`src/rtl/fetch_unit.sv`:
```
// fetch_unit: instruction fetch stage. Issues sequential word addresses to a
// fixed-latency instruction BRAM, tracks every in-flight read, and buffers
// returned instructions in a small queue presented to decode over valid/ready.
// Issue is credit-based (in-flight reads + queued entries never exceed the
// queue depth), so a returning read always finds a free slot. A redirect
// kills all in-flight reads and empties the queue in one cycle.
module fetch_unit #(
    parameter int XLEN        = 32,
    parameter int MEM_LATENCY = 2,
    parameter int QUEUE_DEPTH = 4,
    parameter logic [XLEN-1:0] RESET_PC = '0
) (
    input  logic                           clk,
    input  logic                           reset,
    input  logic                           redirect_valid,
    input  logic [XLEN-1:0]                redirect_pc,
    output logic [XLEN-1:0]                pc_to_cache,
    output logic                           req_valid,
    input  logic [XLEN-1:0]                instr_from_cache,
    output logic [XLEN-1:0]                instr_to_decode,
    output logic [XLEN-1:0]                pc_to_decode,
    output logic                           valid,
    input  logic                           ready,
    output logic [$clog2(QUEUE_DEPTH+1)-1:0] occupancy
);

    localparam int OCC_W = $clog2(QUEUE_DEPTH + 1);
    localparam int PTR_W = $clog2(QUEUE_DEPTH);
    localparam int INF_W = $clog2(MEM_LATENCY + 1);

    logic [XLEN-1:0]  pc_reg;
    logic             live_reg [MEM_LATENCY];
    logic [XLEN-1:0]  tpc_reg  [MEM_LATENCY];
    logic [INF_W-1:0] inflight_reg;
    logic [XLEN-1:0]  qinstr_reg [QUEUE_DEPTH];
    logic [XLEN-1:0]  qpc_reg    [QUEUE_DEPTH];
    logic [PTR_W-1:0] head_reg;
    logic [PTR_W-1:0] tail_reg;
    logic [OCC_W-1:0] count_reg;

    logic [31:0] credit_used;
    logic        issue;
    logic        ret;
    logic        pop;
    logic        unused_pc_bits;

    // Low two bits of the redirect target are dropped (word-aligned fetch).
    assign unused_pc_bits = ^redirect_pc[1:0];

    function automatic logic [PTR_W-1:0] ptr_inc(input logic [PTR_W-1:0] p);
        return (p == PTR_W'(QUEUE_DEPTH - 1)) ? '0 : p + PTR_W'(1);
    endfunction

    // Credit check uses registered state only; a same-cycle pop frees nothing.
    assign credit_used = 32'(inflight_reg) + 32'(count_reg);
    assign issue       = !reset && !redirect_valid && (credit_used < 32'(QUEUE_DEPTH));
    assign ret         = live_reg[MEM_LATENCY-1];
    assign pop         = (count_reg != '0) && ready;

    assign pc_to_cache     = pc_reg;
    assign req_valid       = issue;
    assign valid           = (count_reg != '0);
    assign occupancy       = count_reg;
    assign instr_to_decode = qinstr_reg[head_reg];
    assign pc_to_decode    = qpc_reg[head_reg];

    // Fetch PC: reset, then redirect target, then advance by one word per issue.
    always_ff @(posedge clk) begin
        if (reset) begin
            pc_reg <= RESET_PC;
        end else if (redirect_valid) begin
            pc_reg <= {redirect_pc[XLEN-1:2], 2'b00};
        end else if (issue) begin
            pc_reg <= pc_reg + XLEN'(4);
        end
    end

    // Tracker stage 0: a live entry for an issued read, otherwise a bubble.
    always_ff @(posedge clk) begin
        if (reset || redirect_valid) begin
            live_reg[0] <= 1'b0;
            tpc_reg[0]  <= '0;
        end else begin
            live_reg[0] <= issue;
            tpc_reg[0]  <= pc_reg;
        end
    end

    generate
        for (genvar gi = 1; gi < MEM_LATENCY; gi++) begin : g_track
            // Tracker stage gi: shift; redirect kills every live bit.
            always_ff @(posedge clk) begin
                if (reset || redirect_valid) begin
                    live_reg[gi] <= 1'b0;
                    tpc_reg[gi]  <= '0;
                end else begin
                    live_reg[gi] <= live_reg[gi-1];
                    tpc_reg[gi]  <= tpc_reg[gi-1];
                end
            end
        end
    endgenerate

    // Count of reads issued but not yet returned.
    always_ff @(posedge clk) begin
        if (reset || redirect_valid) begin
            inflight_reg <= '0;
        end else begin
            case ({issue, ret})
                2'b10:   inflight_reg <= inflight_reg + INF_W'(1);
                2'b01:   inflight_reg <= inflight_reg - INF_W'(1);
                default: inflight_reg <= inflight_reg;
            endcase
        end
    end

    // Queue pointers and count; redirect empties the queue by snapping head to tail.
    always_ff @(posedge clk) begin
        if (reset) begin
            head_reg  <= '0;
            tail_reg  <= '0;
            count_reg <= '0;
        end else if (redirect_valid) begin
            head_reg  <= tail_reg;
            count_reg <= '0;
        end else begin
            if (ret) tail_reg <= ptr_inc(tail_reg);
            if (pop) head_reg <= ptr_inc(head_reg);
            case ({ret, pop})
                2'b10:   count_reg <= count_reg + OCC_W'(1);
                2'b01:   count_reg <= count_reg - OCC_W'(1);
                default: count_reg <= count_reg;
            endcase
        end
    end

    generate
        for (genvar gi = 0; gi < QUEUE_DEPTH; gi++) begin : g_queue
            // Queue entry gi: written with returned data when it is the tail.
            always_ff @(posedge clk) begin
                if (reset) begin
                    qinstr_reg[gi] <= '0;
                    qpc_reg[gi]    <= '0;
                end else if (!redirect_valid && ret && (tail_reg == PTR_W'(gi))) begin
                    qinstr_reg[gi] <= instr_from_cache;
                    qpc_reg[gi]    <= tpc_reg[MEM_LATENCY-1];
                end
            end
        end
    endgenerate

endmodule
```
`config.mk`:
```
export PLATFORM = sky130hd
export DESIGN_NAME = fetch_unit
export DESIGN_NICKNAME = d
export VERILOG_FILES = /design/src/rtl/fetch_unit.sv
export SDC_FILE = /design/constraint.sdc
export NUM_CORES = 1
export LEC_CHECK = 0
export CAP_MARGIN = 20
export CORE_MARGIN = 2
export CORE_UTILIZATION = 54
export CTS_CLUSTER_SIZE = 20
export DETAILED_ROUTE_END_ITERATION = 10
export PLACE_DENSITY = 0.77
export RECOVER_POWER = 25
export SLEW_MARGIN = 20
export SYNTH_ARGS = -nofsm -noshare
export SYNTH_HDL_FRONTEND = slang
export SYNTH_SLANG_ARGS = --single-unit
export TNS_END_PERCENT = 20
```
`constraint.sdc`:
```
create_clock -name clk -period 3.45 [get_ports clk]
set_input_delay 0.69 -clock clk [delete_from_list [all_inputs] [get_ports clk]]
set_output_delay 0.69 -clock clk [all_outputs]
set_load 0.01 [all_outputs]
```
## Word level (Yosys, flattened, before mapping)

Memory sizes are Yosys's and may differ from the RTL's. A register that Yosys moved wholly into a read port is not among the register bits.
Cells that the tools add are included.

| storage, ports and cells | value |
|---|---|
| register bits | 41 |
| bits in writable memories | 322 |
| output and inout bits | 101 |
| word-level logic and storage cells | 100 |
| memories | 4 |

| operators by class | value |
|---|---|
| add/subtract/negate cells | 8 |
| order comparisons | 1 |
| eq/ne operators | 8 |
| mux-type cells | 41 |
| bitwise gates (word level) | 13 |
| reductions and logical operators | 19 |

Memory list:

| name | words | width | rd ports | clocked after Yosys merged registers in | write ports | RTL line | text |
|---|---|---|---|---|---|---|---|
| qinstr_reg | 4 | 32 | 1 | 1 | 4 | 35 | `logic [XLEN-1:0] qinstr_reg [QUEUE_DEPTH];` |
| qpc_reg | 4 | 32 | 1 | 1 | 4 | 36 | `logic [XLEN-1:0] qpc_reg [QUEUE_DEPTH];` |
| tpc_reg | 2 | 32 | 2 | 0 | 2 | 33 | `logic [XLEN-1:0] tpc_reg [MEM_LATENCY];` |
| live_reg | 2 | 1 | 2 | 0 | 2 | 32 | `logic live_reg [MEM_LATENCY];` |

Operators by type and width:

| cell | count |
|---|---|
| $mux 32 | 12 |
| $add 32x3->32 const B | 1 |
| $mux 1 | 19 |
| $mux 2 | 8 |
| $or 1x1->1 | 12 |
| $eq 2x2->1 const B | 5 |
| $logic_and 1x1->1 | 8 |
| $reduce_bool 2->1 | 4 |
| $add 2x1->2 const B | 3 |
| $eq 2x1->1 const B | 3 |
| $pmux 3 s2 | 1 |
| $add 2x3->4 | 1 |
| $lt 4x3->1 const B | 1 |
| $pmux 2 s2 | 1 |
| $add 3x1->3 const B | 1 |
| $reduce_bool 3->1 | 1 |
| $sub 3x1->3 const B | 1 |
| $logic_not 1->1 | 2 |
| $logic_not 2->1 | 1 |
| $reduce_and 2->1 | 1 |
| $reduce_or 2->1 | 1 |
| $sub 2x1->2 const B | 1 |
| $logic_or 1x1->1 | 1 |
| $not 1->1 | 1 |

## Depth between registers and ports, before layout

Gate-level depths: netlist of run 1.

| logic depth | value |
|---|---|
| depth after elaboration | 7 |
| mapped depth | 9 |

## Least setup slack after synthesis of run 1

Ideal clock, no wire load.

| path | value |
|---|---|
| kind | input to register |
| from | input port reset |
| to | memory qinstr_reg[0][0], enable pin |
| library setup time | 0.419 ns |
| arrival time | 2.554 ns |
| slack | 0.477 ns |
| cell stages on the path | 3 |
| cells stage by stage | clkbuf_1 > clkbuf_1 > a21o_1 |

RTL lines:

| what | RTL line | text |
|---|---|---|
| start: declaration | 14 | `input logic reset,` |
| end: declaration | 35 |  |

==> results_dict.tcl, run 1 <==
set metrics [dict create \
    status "complete, but fails checks" \
    violations "max-capacitance violations, max-slew violations" \
    wirelength_um 33000 \
    grt_max_degree 249 \
    clk_pin_slew_ns 0.06 \
    vias 9339 \
    worstSetupPathType "in2reg" \
    hold_slack_ns 0.423 \
    synth_area_per_cell_um2 14.0 \
    dpl.hpwl_um 18500 \
    nFillCells 1935 \
    setup_violations 0 \
    drv_slew 249 \
    cap_violations 1 \
    insertion_delay_ns 0.51 \
    drt_iter0_markers 994 \
    numPortBuffers 162 \
    netlist_area_um2 14800 \
    initial_core_util 0.549 \
    grt_pass1_wl_um 51400 \
    cts-resized-gates 0 \
    leakagePower_nw 7.18 \
    finalSetupTns_ns 0 \
    dr.pass1.iters 5 \
    synth_top_area_frac 0.503 \
    ant_nets 0 \
    min_period_ns 3.21 \
    critPathArrivalTime_ns 3.57 \
    critPathMaxStageDelay_ns 1.36 \
    die-area_um2 28700 \
    final_cells 1562 \
    hold_buffers 0 \
    ys_ff_latch 351 \
    cts_tree "done" \
    hold_class "reg2reg" \
    slew_headroom -0.403 \
    crit_family "buffers and inverters" \
    async_reset_ff_frac 0 \
    wl_per_cell_um 21.1 \
    peakVddDrop_uv 287 \
    drc 0 \
    layout_setup_ws_ns 0.244 \
    worstMarginPinSlew_ns 2.10 \
    drive_gt1_frac 0.115 \
    cts_buffers 36 \
    die-width_um 170 \
    ioPinCount 169 \
    clockBufferDepth 3 \
    hold_viol 0 \
    antenna_cells 0 \
    gp_congestion 0.870 \
    fp.dieH_um 170 \
    fin_crit_sh 0.929 \
    yosysTopAreaCell "edfxtp_1" \
    end_kind "register" \
    routed_via_density 5.98 \
    cp_max_fo 248 \
    powerDensity_nw_per_um2 513 \
    grt_usage 0.230 \
    crit_buf_inv 2 \
    finClkSkew_ns 0.0137 \
    synth_edf_count 248 \
    largest_reg_flops 128 \
    slowest_stage "clkbuf_4" \
    dominantRegCellSynth "edfxtp_1" \
    dp.cells 1496 \
    ys_types 49 \
    synth.area.top_cells "edfxtp_1 50%, dfxtp_1 14%, and3_1 11%" \
    final_nets 1271 \
    post-route-util 0.661 \
    row_count 60 \
    critPathRequiredTime_ns 3.81 \
    grt_pass1_vias 9394 \
    post_cts_buffers 0 \
    area_growth_pct 20.4 \
    h-tree-depth 2 \
    cts_root_buffer "clkbuf_16" \
    cp_cell_sequence "dlygate4sd3_1, nor3_1, clkbuf_4, and3_1" \
    max_freq_mhz 312 \
    cts_num_sinks 351 \
    synth_cells 1059 \
    place_ws_ns 0.575 \
    rsz0062_at_grt "no" \
    start_kind "input port" \
    antenna_found_initial 0 \
    core_area_um2 27000 \
    synth_warnings 0 \
    synth_seq_area_share 0.643 \
    grt_overflow 0 \
]
-- worst paths after layout --
| path | end | start | depth (start not counted) | slack [ns] |
|---|---|---|---|---|
| hold / removal | tpc_reg[1][19]$_SDFF_PN0_ | tpc_reg[0][19]$_SDFF_PN0_ | 1 | 0.42 |
| setup / recovery | qinstr_reg[2][6]$_SDFFCE_PN0P_ | redirect_valid | 4 | 0.24 |
| setup reg to reg | pc_to_cache[28]$_SDFFE_PP0P_ | occupancy[1]$_SDFFE_PN0P_ | 6 | 0.57 |
| hold reg to reg | tpc_reg[1][19]$_SDFF_PN0_ | tpc_reg[0][19]$_SDFF_PN0_ | 1 | 0.42 |
-- layout make-up --
cell class,count,area [um^2],area share
flip-flops and latches,351,9510,0.534
multi-input cells,602,4830,0.271
repair buffers,188,1860,0.104
clock buffers,52,1000,0.0563
well taps,341,427,0.0240
clock inverters,14,125,0.00702
inverters,14,52.6,0.00295
-- kinds of logic (layout without fill, tap and decap cells) --
family | count (synthesis) | after routing | synth area share
adders and majority gates | 10 | 10 | 0.00897
and+or+nand+nor | 442 | 442 | 0.181
muxes | 63 | 63 | 0.0951
AOI/OAI and AO/OA | 70 | 70 | 0.0341
other | 1 | 4 | 0.000253
xor gates and xnor gates | 13 | 13 | 0.00770
buffers and inverters | 109 | 268 | 0.0303
DFF | 351 | 351 | 0.643
-- report_power, final --
part	internal [W]	leakage (nW)	switching (W)
sequential	0.00465	3.40	0.0000869
clock	0.00218	0.551	0.00153
combinational	0.000361	3.23	0.000332
total	0.00719	7.18	0.00194
-- stage by stage --
| stage | area (um^2) | power, W |
|---|---|---|
| detailed placement | 16800 | 0.00552 |
| finish | 17800 | 0.00913 |
| floorplan | 14800 | 0.00512 |
| CTS | 17900 | 0.00919 |
| global placement | 16800 | 0.00551 |
| global route | 17800 | 0.00940 |
-- metal layers --
layer | wire length (um) | global-route usage | vias to the layer above
li1 | - | - | 4315
met1 | 13900 | 0.321 | 4579
met2 | 16200 | 0.380 | 396
met3 | 2220 | 0.0350 | 49
met4 | 640 | 0.0658 | 0
met5 | 0 | 0 | -
-- cell usage in the layout (no fill, tap or decap), drive strengths merged, types with 15 or more instances in the layout --
| cell type | netlist | routed |
|---|---|---|
| and2 | 61 | 61 |
| and3 | 256 | 256 |
| buf | 16 | 18 |
| clkbuf | 79 | 60 |
| clkdlybuf4s50 | 0 | 161 |
| dfxtp | 103 | 103 |
| edfxtp | 248 | 248 |
| inv | 13 | 15 |
| mux4 | 62 | 62 |
| nand2 | 23 | 23 |
| nand3 | 19 | 19 |
| nor2 | 32 | 32 |
-- cell usage after synthesis (2+ instances only) --
cell      number
and3_1       256
edfxtp_1     248
dfxtp_1      103
clkbuf_1      79
mux4_2        62
and2_1        61
nor2_1        32
nand2_1       23
nand3_1       18
inv_1         13
o21ai_0       12
or3_1         12
or4_1         12
a21oi_1       11
a311oi_1      11
buf_2         10
ha_1           9
xor2_1         8
a211oi_1       7
and4_1         7
nand4_1        7
o211ai_1       6
a31oi_1        5
buf_4          5
xnor2_1        5
a21o_1         4
o311ai_0       4
o31ai_1        4
a221oi_1       2
nand2b_1       2
nor3_1         2
nor3b_1        2
(Power assumes the default switching activity.)
==> run 2, diff against run 1 <==
--- a/config.mk
+++ b/config.mk
@@ -11,7 +11,6 @@
 export CTS_CLUSTER_SIZE = 20
 export DETAILED_ROUTE_END_ITERATION = 10
 export PLACE_DENSITY = 0.77
-export RECOVER_POWER = 25
 export SLEW_MARGIN = 20
 export SYNTH_ARGS = -nofsm -noshare
 export SYNTH_HDL_FRONTEND = slang
==> results_dict.tcl, run 2 (synthesized netlist as in run 1, its figures left out) <==
set metrics [dict create \
    status "completed" \
    grt_pass1_vias 9394 \
    die-width_um 170 \
    h-tree-depth 2 \
    initial_core_util 0.549 \
    reg2regPathDepth 6 \
    powerDensity_nw_per_um2 511 \
    placed_cell_area_um2 16800 \
    cts_num_sinks 351 \
    drv_slew 0 \
    cp_cell_sequence "buf_12, mux4_2, clkdlybuf4s50_1" \
    crit_buf_inv 2 \
    power_w 0.00913 \
    cap_violations 0 \
    end_kind "output port" \
    cts-resized-gates 0 \
    clockBufferDepth 3 \
    wirelength_um 32900 \
    switchingPower_w 0.00194 \
    routed_via_density 5.97 \
    p_comb_frac 0.077 \
    final_nets 1271 \
    fp.dieH_um 170 \
    stdcell_area_um2 17900 \
    antenna_cells 0 \
    dpl.hpwl_um 18500 \
    vias 9331 \
    slowest_stage "mux4_2" \
    drt_iter0_markers 994 \
    ioPinCount 169 \
    area_growth_pct 20.9 \
    nFillCells 1921 \
    worst-path-stages 3 \
    hold_buffers 0 \
    hold_class "reg2reg" \
    critPathArrivalTime_ns 2.44 \
    cts_buffers 36 \
    worstMarginPinSlew_ns 0.901 \
    post-route-util 0.664 \
    numPortBuffers 162 \
    fin_crit_sh 0.908 \
    post_cts_buffers 0 \
    sw_frac_of_total 0.213 \
    ant_nets 0 \
    holdPathStages 1 \
    gp_congestion 0.870 \
    rsz0062_at_grt "no" \
    cp_max_fo 62 \
    dr.pass1.iters 5 \
    clock_power_share 0.405 \
    clk_pin_slew_ns 0.06 \
    start_kind "register" \
    peakVddDrop_uv 289 \
    grt_pass1_wl_um 51400 \
    final_common_cell "and3_1" \
    insertion_delay_ns 0.51 \
    register_area_um2 9510 \
    layout_setup_ws_ns 0.319 \
    drc 0 \
    finalSetupTns_ns 0 \
    drive_gt1_frac 0.123 \
    critPathMaxStageDelay_ns 0.64 \
    die-area_um2 28700 \
    slew_headroom 0.399 \
    place_ws_ns 0.575 \
    grt_usage 0.230 \
    antenna_found_initial 0 \
    grt_overflow 0 \
    cts_root_buffer "clkbuf_16" \
    grt_max_degree 249 \
    core_area_um2 27000 \
    layout_common_cells "256 x and3_1, 248 x edfxtp_1, 162 x clkdlybuf4s50_1, 101 x dfxtp_1, 62 x mux4_2" \
    p_int_w 0.00719 \
    worstSetupPathType "reg2out" \
    min_period_ns 3.13 \
    setup_violations 0 \
    finClkSkew_ns 0.0141 \
    hold_viol 0 \
    wl_per_cell_um 21.0 \
    cts_tree "done" \
    leakagePower_nw 7.25 \
    critPathRequiredTime_ns 2.76 \
    max_freq_mhz 319 \
    seqPwrFrac 0.518 \
    largest_reg_flops 128 \
    crit_family "buffers and inverters" \
    row_count 60 \
    multi_input_area_um2 4860 \
]
-- run 2: changes by cell type in the layout (fill, tap and decap cells not counted), moves of 2 or more --
cell      before  now
and2_0        30    0
and2_1        31   61
buf_12         5    7
buf_4         13   19
clkbuf_1      19   13
clkbuf_4       2    0
-- run 2: stage by stage --
stage | hold slack, ns | cells
after floorplan | 0.406 | 1062
after global placement | 0.410 | 1496
after detailed placement | 0.410 | 1496
after CTS | 0.424 | 1562
after global routing | 0.439 | 1562
final | 0.423 | 1562
-- run 2: power by group through the flow --
stage	Sequential [W]	Combinational [W]	Clock [W]
final	0.00473	0.000699	0.00370
after global routing	0.00475	0.000745	0.00392
after global placement	0.00481	0.000698	0
after CTS	0.00473	0.000706	0.00376
after detailed placement	0.00482	0.000702	0
after floorplan	0.00480	0.000323	0
-- run 2: worst paths after layout --
check	slack [ns]	to	from
min	0.42	tpc_reg[1][19]$_SDFF_PN0_	tpc_reg[0][19]$_SDFF_PN0_
max reg2reg	1.09	pc_to_cache[28]$_SDFFE_PP0P_	occupancy[1]$_SDFFE_PN0P_
max	0.32	pc_to_decode[11]	register
min reg2reg	0.42	tpc_reg[1][19]$_SDFF_PN0_	tpc_reg[0][19]$_SDFF_PN0_
-- run 2: final cells by class --
| class | instances | area share |
|---|---|---|
| Clock buffer | 52 | 0.0560 |
| Multi-Input combinational cell | 602 | 0.272 |
| Inverter | 14 | 0.00294 |
| Sequential cell | 351 | 0.532 |
| Clock inverter | 14 | 0.00700 |
| Tap cell | 341 | 0.0239 |
| Timing Repair Buffer | 188 | 0.106 |
-- run 2: metal layers --
metal  GRT usage  part of all wire
met5           0                 0
met4      0.0658             0.019
met3      0.0350             0.071
met2       0.380              0.49
met1       0.321              0.42
==> edit (settings of run 2) <==
Set the parameter `QUEUE_DEPTH` to 8 (it was 4).
--- a/src/rtl/fetch_unit.sv
+++ b/src/rtl/fetch_unit.sv
@@ -7,7 +7,7 @@
 module fetch_unit #(
     parameter int XLEN        = 32,
     parameter int MEM_LATENCY = 2,
-    parameter int QUEUE_DEPTH = 4,
+    parameter int QUEUE_DEPTH = 8,
     parameter logic [XLEN-1:0] RESET_PC = '0
 ) (
     input  logic                           clk,
Interface: changed (resized occupancy); port bits go from 169 to 170. No check against the original RTL was run, so the function may have changed too.
==> edit against run 2 <==
Wire length grew 94%. Sequential power grew 74%. Critical path depth grew 1. Die area grew 77%. Power grew 69%. Worst setup slack lost 0.31 ns. Area after synthesis grew 79%. Global-route usage grew 2.4 points. Cell area grew 73%. Hold slack lost 0.00087 ns. Sequential share of layout area grew 2.0 points. Sequential cell count grew 252. Largest cell class unchanged.
==> edit: results (changes against run 2) <==
| Metric | Value |
|---|---|
| Drt first-iter violations | `1,494 (was 994)` |
| Reg2Reg Launch Point | `occupancy[2] (was occupancy[1])` |
| Post-synth EDFFs | `496 (was 248)` |
| Initial antenna violation count | `1 (was 0)` |
| CP max FO | `29 (was 62)` |
| VDD IR max | `0.335 mV (was 0.289 mV)` |
| First-pass GRT wire length | `97,000 µm (was 51,400 µm)` |
| Synth unique cells | `59 (was 49)` |
| Tot GR Track Use | `25.4% (was 23.0%)` |
| Hold_ws | `0.422 ns (was 0.423 ns)` |
| # port buffers | `163 (was 162)` |
| Clk buf depth | `3 (unchanged)` |
| Synth cell count leaders | `496 x edfxtp_1, 320 x and3_1, 247 x and2_1 (was 256 x and3_1, 248 x edfxtp_1, 103 x dfxtp_1)` |
| Slew margin rel. | `32.1% (was 39.9%)` |
| Setup ws final | `0.0103 ns (was 0.319 ns)` |
| Top-area cell type share of the netlist area | `56.2% (was 50.3%)` |
| # fillers | `3,445 (was 1,921)` |
| Final net count | `2,002 (was 1,271)` |
| Placer Congestion | `0.878 (was 0.870)` |
| Max Clock Skew | `0.0184 ns (was 0.0141 ns)` |
| Place WS | `0.382 ns (was 0.575 ns)` |
| Critical Path AT | `2.75 ns (was 2.44 ns)` |
| Layout cells sized above 1 | `17.9% (was 12.3%)` |
| Seq/Total Area, Yosys | `64.3% (about the same)` |
| Worst-Skew Late Latency | `0.61 ns (was 0.51 ns)` |
| CTS buffer count | `59 (was 36)` |
| Final wirelength | `63,700 µm (was 32,900 µm)` |
| Worst R2R End | `occupancy[2] (was pc_to_cache[28])` |
| Static leakage | `12.1 nW (was 7.25 nW)` |
| Largest net degree at the start of global routing | `130 (was 249)` |
| Worst r2r path cells | `9 (was 6)` |
| Status | `finished, final reports clean (unchanged)` |
| Worst Hold Launch | `tpc_reg[0][19] (unchanged)` |
| Max reg flops | `256 (was 128)` |
| Dominant cells by area after synthesis | `edfxtp_1 56%, mux4_2 11%, dfxtp_1 8.1% (was edfxtp_1 50%, dfxtp_1 14%, and3_1 11%)` |
| Vias in the first global route | `16,700 (was 9,394)` |
| Vias/cell | `6.29 (was 5.97)` |
edit: power by group:
part           leakage (nW)  internal, mW  switching, mW
clock network         0.867          3.43           2.58
registers              5.99          8.10          0.129
logic                  5.27         0.579          0.576
total                  12.1          12.1           3.29
edit: repair_timing:
action / in CTS / in global routing
endpoints found under the hold margin: 0 / 0
setup endpoints to repair: 19 / 35
setup buffers: 0 / 0
resized for setup: 6 / 11
edit: worst max-delay path: stages (launching register included):
cell             delay (ns)
dfxtp_4                0.47
buf_12                 0.28
mux4_2                 0.57
mux2_2                 0.33
clkdlybuf4s50_1        0.49
edit: layout make-up:
| cell class | instances | area share [%] |
|---|---|---|
| clock buffer | 83 | 5.31 |
| clock inverter | 21 | 0.495 |
| inverter | 18 | 0.231 |
| multi-input combinational | 1021 | 28.6 |
| sequential | 603 | 55.2 |
| tap | 622 | 2.52 |
| timing repair buffer | 217 | 7.56 |
edit: cells by family after synthesis:
family / after synthesis / share of synthesized area (%)
buffers and inverters: 172 / 2.58
other: 1 / 0.0142
AOI/OAI and AO/OA: 89 / 2.48
DFF: 603 / 64.3
xor gates and xnor gates: 8 / 0.265
muxes: 190 / 13.3
and+or+nand+nor: 716 / 16.4
adders and majority gates: 14 / 0.661
edit: stage by stage:
stage | instance area [µm²] | util (%) | cells
2_1_floorplan | 26500 | - | 1796
3_3_place_gp | 29000 | 59.7 | 2481
3_5_place_dp | 29000 | 59.7 | 2481
4_1_cts | 30800 | 63.4 | 2585
5_1_grt | 30900 | 63.4 | 2585
6_report | 30900 | 63.4 | 2585
edit: per-layer routing:
metal | routed length [µm] | vias up | track usage [%]
met4 | 1300 | 2 | 7.35
met5 | 13 | - | 0
li1 | - | 7108 | -
met2 | 32000 | 833 | 42.6
met1 | 24900 | 8201 | 34.1
met3 | 5560 | 105 | 4.62
